[config.mk]
export PLATFORM = sky130hd
export DESIGN_NAME = traffic_gen
export DESIGN_NICKNAME = d
export VERILOG_FILES = /design/src/rtl/traffic_gen_pkg.sv /design/src/rtl/tg_lfsr.sv /design/src/rtl/traffic_gen.sv
export SDC_FILE = /design/constraint.sdc
export NUM_CORES = 1
export LEC_CHECK = 0
export BUFFER_PORTS_ARGS = -buffer_cell sky130_fd_sc_hd__buf_2
export CAP_MARGIN = 0
export CELL_PAD_IN_SITES_DETAIL_PLACEMENT = 1
export CELL_PAD_IN_SITES_GLOBAL_PLACEMENT = 2
export CORE_ASPECT_RATIO = 0.7
export CORE_MARGIN = 4
export CORE_UTILIZATION = 28
export CTS_BUF_LIST = sky130_fd_sc_hd__clkbuf_2 sky130_fd_sc_hd__clkbuf_4 sky130_fd_sc_hd__clkbuf_8
export DETAILED_ROUTE_END_ITERATION = 6
export GPL_TIMING_DRIVEN = 0
export MAX_ROUTING_LAYER = met4
export PLACE_DENSITY_LB_ADDON = 0.2
export SETUP_SLACK_MARGIN = 0.2
export SLEW_MARGIN = 30
export SYNTH_ARGS = -nofsm -noshare
export SYNTH_HDL_FRONTEND = slang
export SYNTH_SLANG_ARGS = --single-unit
[constraint.sdc]
create_clock -name clk -period 2.2 [get_ports clk]
set_input_delay 0.33 -clock clk [delete_from_list [all_inputs] [get_ports clk]]
set_output_delay 0.33 -clock clk [all_outputs]
set_load 0.01 [all_outputs]
[src/rtl/traffic_gen_pkg.sv]
// Shared types and field layout for the synthetic NoC flit source (traffic_gen).
package traffic_gen_pkg;

    typedef enum logic [1:0] {
        IDLE = 2'd0,
        GAP  = 2'd1,
        SEND = 2'd2,
        DONE = 2'd3
    } tg_state_e;

    localparam logic [15:0] LFSR_MASK = 16'hB400;

    // Payload layout: packet id in the top 16 bits, flit index in the next 8,
    // optional timestamp in the low 32 bits.
    localparam int PKT_ID_W   = 16;
    localparam int FLIT_IDX_W = 8;
    localparam int TS_W       = 32;

    function automatic logic [15:0] lfsr_next(input logic [15:0] s);
        return s[0] ? ((s >> 1) ^ LFSR_MASK) : (s >> 1);
    endfunction

endpackage

[src/rtl/tg_lfsr.sv]
// 16-bit Galois LFSR used to pace packet injection; advances only when enabled.
module tg_lfsr
    import traffic_gen_pkg::*;
#(
    parameter logic [15:0] SEED = 16'hACE1
) (
    input  logic        clk,
    input  logic        rst_n,
    input  logic        en_i,
    output logic [15:0] state_o
);

    logic [15:0] lfsr_q;

    always_ff @(posedge clk or negedge rst_n) begin
        if (!rst_n)    lfsr_q <= SEED;
        else if (en_i) lfsr_q <= lfsr_next(lfsr_q);
    end

    assign state_o = lfsr_q;

endmodule

[src/rtl/traffic_gen.sv]
// Synthetic flit source: NUM_PKTS packets of PKT_LEN flits with LFSR-paced gaps.
// Define TRAFFIC_GEN_TIMESTAMP_EN to stamp each packet's head-valid cycle into data_o[31:0].
module traffic_gen
    import traffic_gen_pkg::*;
#(
    parameter int          DATA_WIDTH = 64,
    parameter int          DEST_WIDTH = 4,
    parameter int          PKT_LEN    = 4,
    parameter int          NUM_PKTS   = 16,
    parameter int          INJ_RATE   = 256,
    parameter logic [15:0] SEED       = 16'hACE1
) (
    input  logic                  clk,
    input  logic                  rst_n,
    input  logic                  start,
    input  logic [DEST_WIDTH-1:0] dest_i,
    output logic                  valid_o,
    input  logic                  ready_i,
    output logic [DATA_WIDTH-1:0] data_o,
    output logic [DEST_WIDTH-1:0] dest_o,
    output logic                  last_o,
    output logic                  done_o,
    output logic [15:0]           pkt_cnt_o
);

    tg_state_e             state_q;
    logic                  valid_q, last_q, done_q;
    logic [DATA_WIDTH-1:0] data_q;
    logic [DEST_WIDTH-1:0] dest_q;
    logic [15:0]           pkt_cnt_q, pkt_cnt_d;
    logic [FLIT_IDX_W-1:0] idx_q, idx_d;
    logic [15:0]           lfsr;
    logic [7:0]            unused_lfsr_hi;
    logic                  hit, tail_xfer, last_pkt, head_load;
    logic [TS_W-1:0]       ts_head, ts_body;

    tg_lfsr #(.SEED(SEED)) u_lfsr (
        .clk     (clk),
        .rst_n   (rst_n),
        .en_i    (state_q == GAP || state_q == SEND),
        .state_o (lfsr)
    );

    assign unused_lfsr_hi = lfsr[15:8];
    assign hit       = ({1'b0, lfsr[7:0]} < 9'(INJ_RATE));
    assign idx_d     = idx_q + 8'd1;
    assign pkt_cnt_d = pkt_cnt_q + 16'd1;
    assign tail_xfer = (state_q == SEND) && ready_i && last_q;
    assign last_pkt  = (pkt_cnt_q == 16'(NUM_PKTS - 1));
    assign head_load = ((state_q == GAP) && hit) || (tail_xfer && !last_pkt && hit);

`ifdef TRAFFIC_GEN_TIMESTAMP_EN
    logic [TS_W-1:0] cyc_q, ts_q;

    always_ff @(posedge clk or negedge rst_n) begin
        if (!rst_n) begin
            cyc_q <= '0;
            ts_q  <= '0;
        end else begin
            cyc_q <= cyc_q + 32'd1;
            if (head_load) ts_q <= ts_head;
        end
    end

    // Counter value during the first cycle the head shows valid.
    assign ts_head = cyc_q + 32'd1;
    assign ts_body = ts_q;
`else
    assign ts_head = '0;
    assign ts_body = '0;
`endif

    function automatic logic [DATA_WIDTH-1:0] mk_flit(input logic [15:0] id,
                                                     input logic [FLIT_IDX_W-1:0] idx,
                                                     input logic [TS_W-1:0] ts);
        logic [DATA_WIDTH-1:0] d;
        d = '0;
        d[DATA_WIDTH-1 -: PKT_ID_W]            = id;
        d[DATA_WIDTH-1-PKT_ID_W -: FLIT_IDX_W] = idx;
        d[TS_W-1:0]                            = ts;
        return d;
    endfunction

    always_ff @(posedge clk or negedge rst_n) begin
        if (!rst_n) begin
            state_q   <= IDLE;
            valid_q   <= 1'b0;
            last_q    <= 1'b0;
            done_q    <= 1'b0;
            data_q    <= '0;
            dest_q    <= '0;
            pkt_cnt_q <= '0;
            idx_q     <= '0;
        end else begin
            case (state_q)
                IDLE, DONE: begin
                    if (start) begin
                        state_q   <= GAP;
                        done_q    <= 1'b0;
                        pkt_cnt_q <= '0;
                        idx_q     <= '0;
                        dest_q    <= dest_i;
                    end
                end
                GAP: begin
                    if (hit) begin
                        state_q <= SEND;
                        valid_q <= 1'b1;
                        idx_q   <= '0;
                        data_q  <= mk_flit(pkt_cnt_q, '0, ts_head);
                        last_q  <= (PKT_LEN == 1);
                    end
                end
                SEND: begin
                    // valid_q is always high here; outputs move only on a transfer.
                    if (ready_i) begin
                        if (!last_q) begin
                            idx_q  <= idx_d;
                            data_q <= mk_flit(pkt_cnt_q, idx_d, ts_body);
                            last_q <= (idx_d == 8'(PKT_LEN - 1));
                        end else begin
                            pkt_cnt_q <= pkt_cnt_d;
                            if (last_pkt) begin
                                state_q <= DONE;
                                valid_q <= 1'b0;
                                last_q  <= 1'b0;
                                done_q  <= 1'b1;
                            end else if (hit) begin
                                idx_q  <= '0;
                                data_q <= mk_flit(pkt_cnt_d, '0, ts_head);
                                last_q <= (PKT_LEN == 1);
                            end else begin
                                state_q <= GAP;
                                valid_q <= 1'b0;
                                last_q  <= 1'b0;
                            end
                        end
                    end
                end
                default: state_q <= IDLE;
            endcase
        end
    end

    assign valid_o   = valid_q;
    assign data_o    = data_q;
    assign dest_o    = dest_q;
    assign last_o    = last_q;
    assign done_o    = done_q;
    assign pkt_cnt_o = pkt_cnt_q;

endmodule

* Yosys cells after proc, flatten, opt, wreduce, memory -nomap -nowiden
Index checks and enable logic that the tools add are counted.
** Storage, ports and cells
- Register bits :: 97
- Input bits :: 8
- Output and inout port bits :: 87
- Word-level logic and storage cells :: 62
** Operators by class
- Add/subtract/negate cells :: 2
- Eq/ne operators :: 10
- Muxes and demuxes :: 30
- Reduce and logical (&&, ||, !) cells :: 12
** Operators with widths (count)
- $mux 64 :: 3
- $pmux 64 s2 :: 1
- $mux 16 :: 3
- $mux 8 :: 4
- $pmux 16 s2 :: 1
- $pmux 8 s3 :: 1
- $add 16x1->16 const B :: 1
- $eq 16x4->1 const B :: 1
- $reduce_and 4->1 :: 3
- $mux 1 :: 9
- $add 8x1->8 const B :: 1
- $eq 8x2->1 const B :: 1
- $mux 2 :: 4
- $ne 2x2->1 const B :: 4
- $pmux 1 s2 :: 3
- $pmux 2 s3 :: 1
- $reduce_and 3->1 :: 2
- $reduce_and 5->1 :: 1
- $eq 2x2->1 const B :: 2
- $reduce_and 2->1 :: 2
- $reduce_bool 2->1 :: 2
- $ne 3x3->1 const B :: 1
- $eq 2x1->1 const B :: 1
- $logic_not 2->1 :: 1
- $reduce_or 2->1 :: 1

* Longest topological paths before layout
Gate-level depths: netlist of the first run.
- Word-level depth :: 5
- Mapped depth :: 10
- Gate-level depth less buffers :: 7

* Worst setup path after synthesis of the first run
OpenSTA, ideal clock, no wires.
- Path type :: flip-flop to flip-flop
- Start :: reg pkt_cnt_q[8], in the netlist pkt_cnt_o[8]
- End :: reg data_q[40], in the netlist data_o[40]
- Setup time :: 0.095 ns
- Arrival time :: 2.155 ns
- Required time :: 2.105 ns
- Path slack :: -0.050 ns
- Cell stages (with the launch flop) :: 9
- Path buffers :: 3
- Clock period less this slack :: 2.250 ns
- Cells stage by stage :: dfrtp_1 > buf_6 > or4_1 > or4_4 > o21ai_2 > buf_6 > buf_6 > nand2_1 > o31ai_1
** Between the ends
- Word-level cells in the longest chain between the ends :: 3
** RTL lines
- from (decl) :: RTL line traffic_gen.sv:30 : logic [15:0] pkt_cnt_q, pkt_cnt_d;
- from (signal assigned) :: RTL line traffic_gen.sv:122 : pkt_cnt_q <= pkt_cnt_d;
- $eq 16x4->1 :: RTL line traffic_gen.sv:49 : assign last_pkt = (pkt_cnt_q == 16'(NUM_PKTS - 1));
- $ne 3x3->1 (no source line)
- $reduce_and 3->1 (no source line)
- to (signal assigned) :: RTL line traffic_gen.sv:110 : data_q <= mk_flit(pkt_cnt_q, '0, ts_head);
- to (signal assigned) :: RTL line traffic_gen.sv:119 : data_q <= mk_flit(pkt_cnt_q, idx_d, ts_body);
- to (signal assigned) :: RTL line traffic_gen.sv:130 : data_q <= mk_flit(pkt_cnt_d, '0, ts_head);
- to (decl) :: RTL line traffic_gen.sv:28 : logic [DATA_WIDTH-1:0] data_q;
No other way between the ends.
A chain may end at the register's enable or synchronous reset.

* Final worst setup path of the first run
- Start :: reg pkt_cnt_q[8], in the netlist pkt_cnt_o[8]
- End :: reg idx_q[2]
** Between the ends
- Word-level cells in the longest chain between the ends :: 3
** RTL lines
- $eq 16x4->1 :: RTL line traffic_gen.sv:49
- $ne 3x3->1 (no source line)
- $reduce_and 3->1 (no source line)
- to (signal assigned) :: RTL line traffic_gen.sv:118 : idx_q <= idx_d;
- to (decl) :: RTL line traffic_gen.sv:31 : logic [FLIT_IDX_W-1:0] idx_q, idx_d;
No other way between the ends.

==> run_results.csv, run 1 <==
group,metric,value,unit
outcome,status,"finished, violations left",
outcome,violations,"negative setup slack",
synth,synth-seq-area-share,44.9,%
synth,synth_edf_count,0,
clock_tree,cts_inserted_buffers,9,
route,remaining_drc_errors,0,
worst_hold_path,timing.hold.worst.class,"input port to async pin",
placed_design,io_buffer_count,54,
clock_tree,cts_tree,"done",
route,vias,2891,
sta,fin_ws,-0.154,ns
floorplan,num_rows,32,
synth,synth_cells,354,
finish,num-nets-final,495,
floorplan,coreArea,0.0111,mm²
setup_path,crit_fanout,6,
flow_run,cap_viol_max_count,0,
sta,finalCriticalPeriod,2.35,ns
setup_path,worstSetupStartpoint,"pkt_cnt_o[8]",
sta,setup-violations-final,33,
finish,seqCellArea,0.00144,mm²
finish,synthToLayoutAreaGrowth,48.3,%
clock_tree,clk_pin_slew,0.06,ns
sta,finalMaxSlewViolations,0,
synth,synth.distinct_cells,38,
clock_tree,numClockSinks,57,
synth,synth-seq-cells,57,
finish,drive_above_1_share,45.9,%
floorplan,start_util,28.7,%
setup_path,cp-endpoint,"idx_q[2]",
route,viasPerCell,4.52,
synth,synth_area,0.00318,mm²
route,drt_iter0_drc,128,
floorplan,die-area,0.0131,mm²
synth,async_flop_share,100,%
sta,min_period_over_period,107,%
route,ant_nets,0,
synth,synth.top_cell.area_share,44.9,%
floorplan,die_w,135,µm
floorplan,die_y,97.1,µm
synth,synth_ff_type,"dfrtp_1",
synth,yosysTopAreaCell,"dfrtp_1",
clock_tree,clk_latency,0.35,ns
clock_tree,root_buffer,"clkbuf_8",
route,wirelength,10200,µm
grt,antenna_found_initial,0,
setup_path,rr_worst_depth,7,
synth,synth_area_per_cell,8.97,µm²
synth,synth.most_common_cell,"dfrtp_1",
setup_path,end_kind,"flop",
setup_path,rrSetupSlack,-0.15,ns
grt,grt_pass1_vias,2899,
clock_tree,clk_path_buf_depth,2,
synth,yosys_warnings,0,
sta,maxSlewHeadroom,48.7,%
sta,max_slew.worst_pin.slew,0.769,ns
placed_design,routabilityCongestion,0.828,
setup_path,r2r_start,"pkt_cnt_o[8]",
clock_tree,cts-htree-levels,3,
pwr,leakagePower,2.31,nW
finish,diodes,0,
sta,rsz0062_at_grt,"yes",
finish,multiInputGateArea,0.00185,mm²
setup_path,worstSetupPathType,"flop to flop",
synth,synth_area_leaders,"dfrtp_1, buf_4, o21ai_0, nand2_1, xnor2_1",
route,wl_per_cell,15.9,µm
synth,synth.top_cells.by_count,"dfrtp_1, nand2_1, o21ai_0, buf_4, nor2_1",
setup_path,reg2reg_to,"idx_q[2]",
placed_design,dp_hpwl,7090,µm
floorplan,ios,95,
sta,whs,0.0585,ns
sta,fmax,425,MHz
finish,utilization,42.6,%
grt,track_usage,15.6,%
grt,overflow,0,
setup_path,required,2.42,ns
sta,fin_skew,0.00716,ns
setup_path,cp.arrival,2.58,ns
grt,grt_max_degree,58,
pwr,power_density,1090,mW/mm²
grt,grt_pass1_wl,15700,µm
setup_path,crit_path_start_kind,"flop",
pwr,peakVddDrop,0.000489,V
route,dr.pass1.iters,4,
sta,hold_viol_final,0,
finish,fillers,1298,
logic make-up after synthesis:
logic type / share of synthesized area [%]
xor+xnor: 5.79
compound gates: 14.6
mux: 1.73
simple gates: 17.6
flops: 44.9
fa+ha+maj: 1.97
other cells: 0.118
buf+inv: 13.3
layout by cell type (no fill, tap or decap), types with 3 or more instances in the layout:
cell       synthesis  final
nor2b_4            0      3
a21oi_1            6      5
nand2_2            0      9
a31oi_1            3      3
buf_4             40     57
clkbuf_8           0     14
dfrtp_1           57     50
nor3_1             5      4
mux2_2             4      4
o21ai_1           10      9
o31ai_2            0      3
ha_1               5      3
nand3_1           16     15
clkbuf_16          0      3
clkinv_2           0      3
and2_1             5      4
nor2_1            21     20
or4_4              1      4
dfrtp_2            0      7
conb_1             1     40
o31ai_1            9      3
nand4_1            6      6
xor2_1            10     10
buf_12             0      4
o31ai_4            0      3
xnor2_1           11     10
inv_1              6      6
buf_6              4      6
o21ai_0           45     30
nand2_4            0     12
buf_2              3     54
clkbuf_1           9      3
o21ai_2            2     16
nand2_1           52     31
layout make-up:
cell class,count,area share (%)
Clock inverter,3,0.319
Clock buffer,12,3.51
Multi-Input combinational cell,273,39.2
Tap cell,153,4.06
Inverter,6,0.478
Timing Repair Buffer,78,11.6
Buffer,57,10.4
Sequential cell,57,30.5
worst min-delay path by stage:
| stage | from | end | slack [ns] | depth (start not counted) |
|---|---|---|---|---|
| global route | rst_n | idx_q[4] | 0.11 | 1 |
| finish | rst_n | idx_q[4] | 0.06 | 1 |
| global placement | idx_q[6] | idx_q[6] | 0.46 | 2 |
| floorplan | rst_n | data_o[40] | 0.03 | 0 |
| detailed placement | rst_n | idx_q[4] | 0.46 | 1 |
| CTS | rst_n | data_o[58] | 0.08 | 1 |
worst max-delay path, cell delays in order, from the launching register on:
cell and delay [ns]:
dfrtp_1 0.39, buf_6 0.12, or4_4 0.52, or4_4 0.57
buf_6 0.15, o21ai_4 0.22, or2_2 0.19, o21ai_0 0.08
sequential cells by signal, summed over array words and instances (netlist names):
signal	count
valid_o	1
state_q	2
data_o	24
idx_q	8
dest_o	4
done_o	1
last_o	1
pkt_cnt_o	16
stage by stage:
| step | cells | power, mW | setup WS [ns] | instance area, µm² | setup TNS [ns] |
|---|---|---|---|---|---|
| detailed placement | 600 | 2.76 | -0.432 | 3820 | -10.40 |
| floorplan | 393 | 2.27 | 0.00373 | 3360 | 0 |
| global placement | 600 | 2.74 | -0.426 | 3820 | -9.42 |
| CTS | 629 | 4.22 | -0.131 | 4290 | -2.78 |
| global route | 639 | 5.41 | -0.232 | 4710 | -5.04 |
| finish | 639 | 5.12 | -0.154 | 4710 | -3.27 |
what timing repair did:
action                                  in CTS  in global routing
resized for setup                           54                 75
cloned                                       2                  3
hold buffers                                 0                  0
setup buffers                               12                  7
endpoints found under the setup margin      53                 51
pin swaps                                    6                 27
metal layers:
metal  track usage, %  wire length, µm  vias up
met1             22.8             5270     1431
met5                -                0        -
li1                 -                -     1395
met3             3.93              405        9
met2             21.7             4390       56
met4             3.72               95        0
power by group:
part | switching, mW | internal, mW
clock | 0.431 | 0.488
combinational | 1.51 | 1.43
sequential | 0.0940 | 1.16
(Power assumes the default switching activity.)
==> run 2, diff against run 1 <==
--- a/config.mk
+++ b/config.mk
@@ -8,15 +8,16 @@
 export BUFFER_PORTS_ARGS = -buffer_cell sky130_fd_sc_hd__buf_2
 export CAP_MARGIN = 0
 export CELL_PAD_IN_SITES_DETAIL_PLACEMENT = 1
-export CELL_PAD_IN_SITES_GLOBAL_PLACEMENT = 2
+export CELL_PAD_IN_SITES_GLOBAL_PLACEMENT = 1
 export CORE_ASPECT_RATIO = 0.7
 export CORE_MARGIN = 4
-export CORE_UTILIZATION = 28
+export CORE_UTILIZATION = 36
 export CTS_BUF_LIST = sky130_fd_sc_hd__clkbuf_2 sky130_fd_sc_hd__clkbuf_4 sky130_fd_sc_hd__clkbuf_8
 export DETAILED_ROUTE_END_ITERATION = 6
 export GPL_TIMING_DRIVEN = 0
 export MAX_ROUTING_LAYER = met4
 export PLACE_DENSITY_LB_ADDON = 0.2
+export REMOVE_ABC_BUFFERS = 1
 export SETUP_SLACK_MARGIN = 0.2
 export SLEW_MARGIN = 30
 export SYNTH_ARGS = -nofsm -noshare
==> run_results.csv, run 2 (synthesis results as in run 1) <==
group,metric,value,unit
finish,drive_above_1_share,38.8,%
setup_path,cp_top_family,"simple AND/OR/NAND/NOR gates",
floorplan,die_y,86.6,µm
setup_path,required,2.43,ns
route,drt_iter0_drc,147,
setup_path,crit_cells,7,
pwr,leakagePower,1.99,nW
outcome,status,"finished, violations left",
setup_path,slowest_stage,"or4_4",
route,dr.pass1.iters,4,
grt,track_usage,18.6,%
setup_path,crit_top_cell,"or4_4",
grt,antenna_found_initial,0,
floorplan,num_rows,28,
floorplan,die_w,120,µm
outcome,violations,"negative setup slack",
floorplan,start_util,37.3,%
route,viasPerCell,4.93,
placed_design,dp_hpwl,5920,µm
pwr,p_int,2.89,mW
setup_path,end_kind,"flop",
setup_path,rr_worst_depth,7,
pwr,clockPowerShare,22.4,%
worst_hold_path,min_delay_path_depth,2,
placed_design,dp.cells,514,
pwr,power_frac_seq,26.6,%
placed_design,routabilityCongestion,0.775,
floorplan,coreArea,0.00851,mm²
setup_path,critPathBufInv,3,
sta,hold_viol_final,0,
finish,diodes,0,
route,ant_nets,0,
grt,grt_pass1_vias,2779,
sta,tns,-1.75,ns
setup_path,crit_path_start_kind,"flop",
grt,grt_pass1_wl,14500,µm
route,wl_per_cell,17.1,µm
finish,synthToLayoutAreaGrowth,33.5,%
sta,fmax,435,MHz
route,remaining_drc_errors,0,
finish,final_cell_mix,"buf_2, dfrtp_1, conb_1",
worst_hold_path,timing.hold.worst.class,"input port to flop",
clock_tree,clk_latency,0.34,ns
sta,finalCriticalPeriod,2.30,ns
setup_path,crit_fanout,5,
grt,grt_max_degree,43,
finish,largest_reg_flops,24,
pwr,peakVddDrop,0.000635,V
clock_tree,cts-htree-levels,3,
finish,final_common_cell,"buf_2",
pwr,pwr-share-comb,51.0,%
setup_path,worstPathCellList,"or4_4 > or4_4 > o21ai_4 > buf_6 > buf_12 > clkbuf_16 > o21ai_1",
floorplan,ios,95,
setup_path,worstSetupPathType,"flop to flop",
floorplan,die-area,0.0104,mm²
placed_design,io_buffer_count,54,
clock_tree,root_buffer,"clkbuf_8",
sta,fin_ws,-0.0968,ns
pwr,switching_share,38.7,%
clock_tree,clk_pin_slew,0.07,ns
finish,num-nets-final,446,
clock_tree,numClockSinks,57,
setup_path,critPathMaxStageDelay,0.58,ns
clock_tree,clk_path_buf_depth,2,
pwr,power_density,1110,mW/mm²
finish,stdcell_count,558,
flow_run,cap_viol_max_count,0,
clock_tree,cts_inserted_buffers,9,
sta,finalMaxSlewViolations,0,
route,wirelength,9540,µm
sta,rsz0062_at_grt,"yes",
setup_path,cp.arrival,2.53,ns
route,vias,2750,
sta,setup-violations-final,32,
pwr,p_sw,1.83,mW
sta,min_period_over_period,104,%
clock_tree,cts_tree,"done",
grt,overflow,0,
sta,fin_skew,0.00815,ns
run 2: path summary, 6_finish.rpt:
path	slack, ns	from	endpoint
max	-0.1	pkt_cnt_o[11]	data_o[53]
min	0.21	dest_i[3]	dest_o[3]
max reg2reg	-0.1	pkt_cnt_o[11]	data_o[53]
min reg2reg	0.47	data_o[54]	data_o[54]
max in group asynchronous	1.30	rst_n	pkt_cnt_o[1]
min in group asynchronous	0.40	rst_n	data_o[55]
run 2: through the flow:
stage                     hold slack, ns  util, %  setup WS [ns]  area (µm²)  power, mW
after detailed placement           0.218     40.3         -0.430        3430       2.58
after floorplan                   0.0344        -         -0.676        2920       2.00
after global placement             0.456     39.3          -1.40        3340       2.40
final                              0.214     49.8        -0.0968        4240       4.72
after global routing               0.189     49.8         -0.153        4240       4.98
after CTS                          0.192     47.5        -0.0489        4040       4.47
run 2: area by class of cell:
class	instances	area (µm²)
multi-input combinational	274	1780
tap	120	150
sequential	57	1440
fill	990	4270
timing repair buffer	85	637
clock inverter	2	35.0
inverter	6	22.5
clock buffer	14	180
run 2: metal layers:
layer  share of wire [%]  vias to the layer above  GRT usage [%]
met5                   0                        -              -
met4                 2.0                        0           6.69
met3                 5.4                       18           5.54
met2                  45                       85           26.7
met1                  48                     1354           25.1
li1                    -                     1293              -
run 2: repair_timing:
item / CTS / global route
hold endpoints to repair: 15 / 0
gates cloned: 2 / 2
resized for setup: 64 / 35
pin swaps: 18 / 13
endpoints found under the setup margin: 53 / 45
hold buffers: 1 / 0
buffers inserted: 17 / 6
run 2: power by group through the flow:
stage	clock network [mW]	registers [mW]	logic (mW)
4_1_cts	1.09	1.25	2.13
3_3_place_gp	0	1.26	1.13
2_1_floorplan	0	1.29	0.704
6_report	1.06	1.25	2.40
5_1_grt	1.14	1.27	2.57
3_5_place_dp	0	1.27	1.31
==> run 3, diff against run 2 <==
--- a/config.mk
+++ b/config.mk
@@ -11,9 +11,10 @@
 export CELL_PAD_IN_SITES_GLOBAL_PLACEMENT = 1
 export CORE_ASPECT_RATIO = 0.7
 export CORE_MARGIN = 4
-export CORE_UTILIZATION = 36
+export CORE_UTILIZATION = 30
 export CTS_BUF_LIST = sky130_fd_sc_hd__clkbuf_2 sky130_fd_sc_hd__clkbuf_4 sky130_fd_sc_hd__clkbuf_8
 export DETAILED_ROUTE_END_ITERATION = 6
+export GPL_ROUTABILITY_DRIVEN = 0
 export GPL_TIMING_DRIVEN = 0
 export MAX_ROUTING_LAYER = met4
 export PLACE_DENSITY_LB_ADDON = 0.2
==> run_results.csv, run 3 (synthesis results as in run 1) <==
group,metric,value,unit
outcome,status,"finished, violations left",
outcome,violations,"negative setup slack",
route,wirelength,9570,µm
finish,largest_reg_flops,24,
finish,diodes,0,
clock_tree,cts_inserted_buffers,9,
route,dr.pass1.iters,4,
worst_hold_path,timing.hold.worst.class,"input port to flop",
clock_tree,numClockSinks,57,
pwr,power_frac_seq,26.0,%
pwr,pwr-share-comb,54.7,%
finish,num-nets-final,444,
placed_design,io_buffer_count,54,
floorplan,start_util,30.7,%
sta,rsz0062_at_grt,"yes",
floorplan,die-area,0.0123,mm²
grt,overflow,0,
sta,hold_viol_final,0,
clock_tree,clk_path_buf_depth,2,
route,wl_per_cell,16.9,µm
setup_path,cp.arrival,2.54,ns
sta,min_period_over_period,103,%
finish,seqCellArea,0.00144,mm²
setup_path,end_kind,"flop",
route,viasPerCell,4.85,
sta,fmax,441,MHz
route,ant_nets,0,
setup_path,required,2.47,ns
setup_path,crit_path_start_kind,"flop",
grt,track_usage,16.1,%
pwr,p_sw,1.98,mW
pwr,p_int,2.85,mW
setup_path,crit_fanout,8,
pwr,power_density,1130,mW/mm²
clock_tree,clk_pin_slew,0.07,ns
clock_tree,cts-htree-levels,3,
finish,synthToLayoutAreaGrowth,34.5,%
placed_design,dp_hpwl,6050,µm
setup_path,worstSetupPathType,"flop to flop",
grt,grt_pass1_vias,2751,
floorplan,die_w,131,µm
sta,fin_skew,0.0109,ns
finish,final_common_cell,"buf_2",
finish,drive_above_1_share,41.7,%
route,drt_iter0_drc,133,
floorplan,ios,95,
grt,antenna_found_initial,0,
placed_design,dp_slack,-0.571,ns
clock_tree,root_buffer,"clkbuf_8",
sta,setup-violations-final,31,
grt,grt_max_degree,36,
sta,finalMaxSlewViolations,0,
placed_design,dp.cells,525,
floorplan,die_y,94.1,µm
finish,fillers,1194,
flow_run,cap_viol_max_count,0,
floorplan,coreArea,0.0104,mm²
pwr,leakagePower,1.99,nW
pwr,peakVddDrop,0.000654,V
clock_tree,cts_tree,"done",
sta,fin_ws,-0.0669,ns
sta,whs,0.217,ns
route,remaining_drc_errors,0,
clock_tree,clk_latency,0.35,ns
pwr,switching_share,41.0,%
finish,stdcell_count,568,
finish,multiInputGateArea,0.00184,mm²
grt,grt_pass1_wl,14800,µm
floorplan,num_rows,31,
finish,final_cell_mix,"buf_2, dfrtp_1, conb_1",
sta,finalCriticalPeriod,2.27,ns
pwr,clockPowerShare,19.2,%
route,vias,2754,
-- run 3: changes by cell type in the layout (fill, tap and decap cells not counted), moves of 2 or more --
cell,change
clkinv_2,+2
o21ai_0,-4
buf_6,-4
o21ai_2,+5
buf_12,+3
nand2_2,+7
nand2_1,-8
-- run 3: repair_timing --
item                                   in CTS  in global routing
setup endpoints to repair                  53                 47
gates cloned                                2                  3
endpoints found under the hold margin      22                  0
buffers inserted                           15                  6
resized for setup                          59                 57
pin swaps                                  11                 29
hold buffers                                1                  0
-- run 3: worst max-delay path, cell delays in order, from the launching register on --
cell	delay (ns)
dfrtp_2	0.40
or4_4	0.55
or4_4	0.60
buf_12	0.16
o21ai_4	0.19
buf_6	0.17
nand2_1	0.05
o21ai_1	0.07
-- run 3: path summary, 6_finish.rpt --
kind | start | to | slack, ns | cells past startpoint
setup / recovery | pkt_cnt_o[12] | idx_q[4] | -0.07 | 7
hold / removal | dest_i[2] | dest_o[2] | 0.22 | 2
setup reg to reg | pkt_cnt_o[12] | idx_q[4] | -0.07 | 7
hold reg to reg | data_o[45] | data_o[45] | 0.48 | 2
max in group asynchronous | rst_n | pkt_cnt_o[1] | 1.26 | 3
min in group asynchronous | rst_n | last_o | 0.43 | 2
-- run 3: layout make-up --
cell class | instances | share of cell area (%)
Timing Repair Buffer | 82 | 14.7
Tap cell | 132 | 3.87
Sequential cell | 57 | 33.7
Clock buffer | 13 | 3.89
Multi-Input combinational cell | 275 | 43.0
Inverter | 6 | 0.527
Clock inverter | 3 | 0.351
-- run 3: metrics by stage --
stage | util (%) | setup TNS, ns | instance area (µm²) | total power [mW]
global route | 41.3 | -2.71 | 4270 | 5.12
detailed placement | 33.2 | -18.09 | 3430 | 2.60
CTS | 38.3 | -0.629 | 3970 | 4.32
finish | 41.3 | -1.11 | 4270 | 4.84
global placement | 32.4 | -50.73 | 3360 | 2.41
floorplan | - | -16.15 | 2920 | 2.00
-- run 3: per-layer routing --
metal	track usage, %	part of all wire, %	up-vias
met5	-	0	-
met3	3.98	5.0	10
met4	4.79	1.4	0
met1	22.9	49	1371
met2	22.5	45	74
li1	-	-	1299
-- run 3: power groups by stage --
stage               clock network, mW  logic, mW  registers, mW
finish                          0.930       2.65           1.26
global route                     1.00       2.84           1.28
floorplan                           0      0.704           1.29
detailed placement                  0       1.33           1.27
global placement                    0       1.15           1.26
CTS                             0.958       2.11           1.25
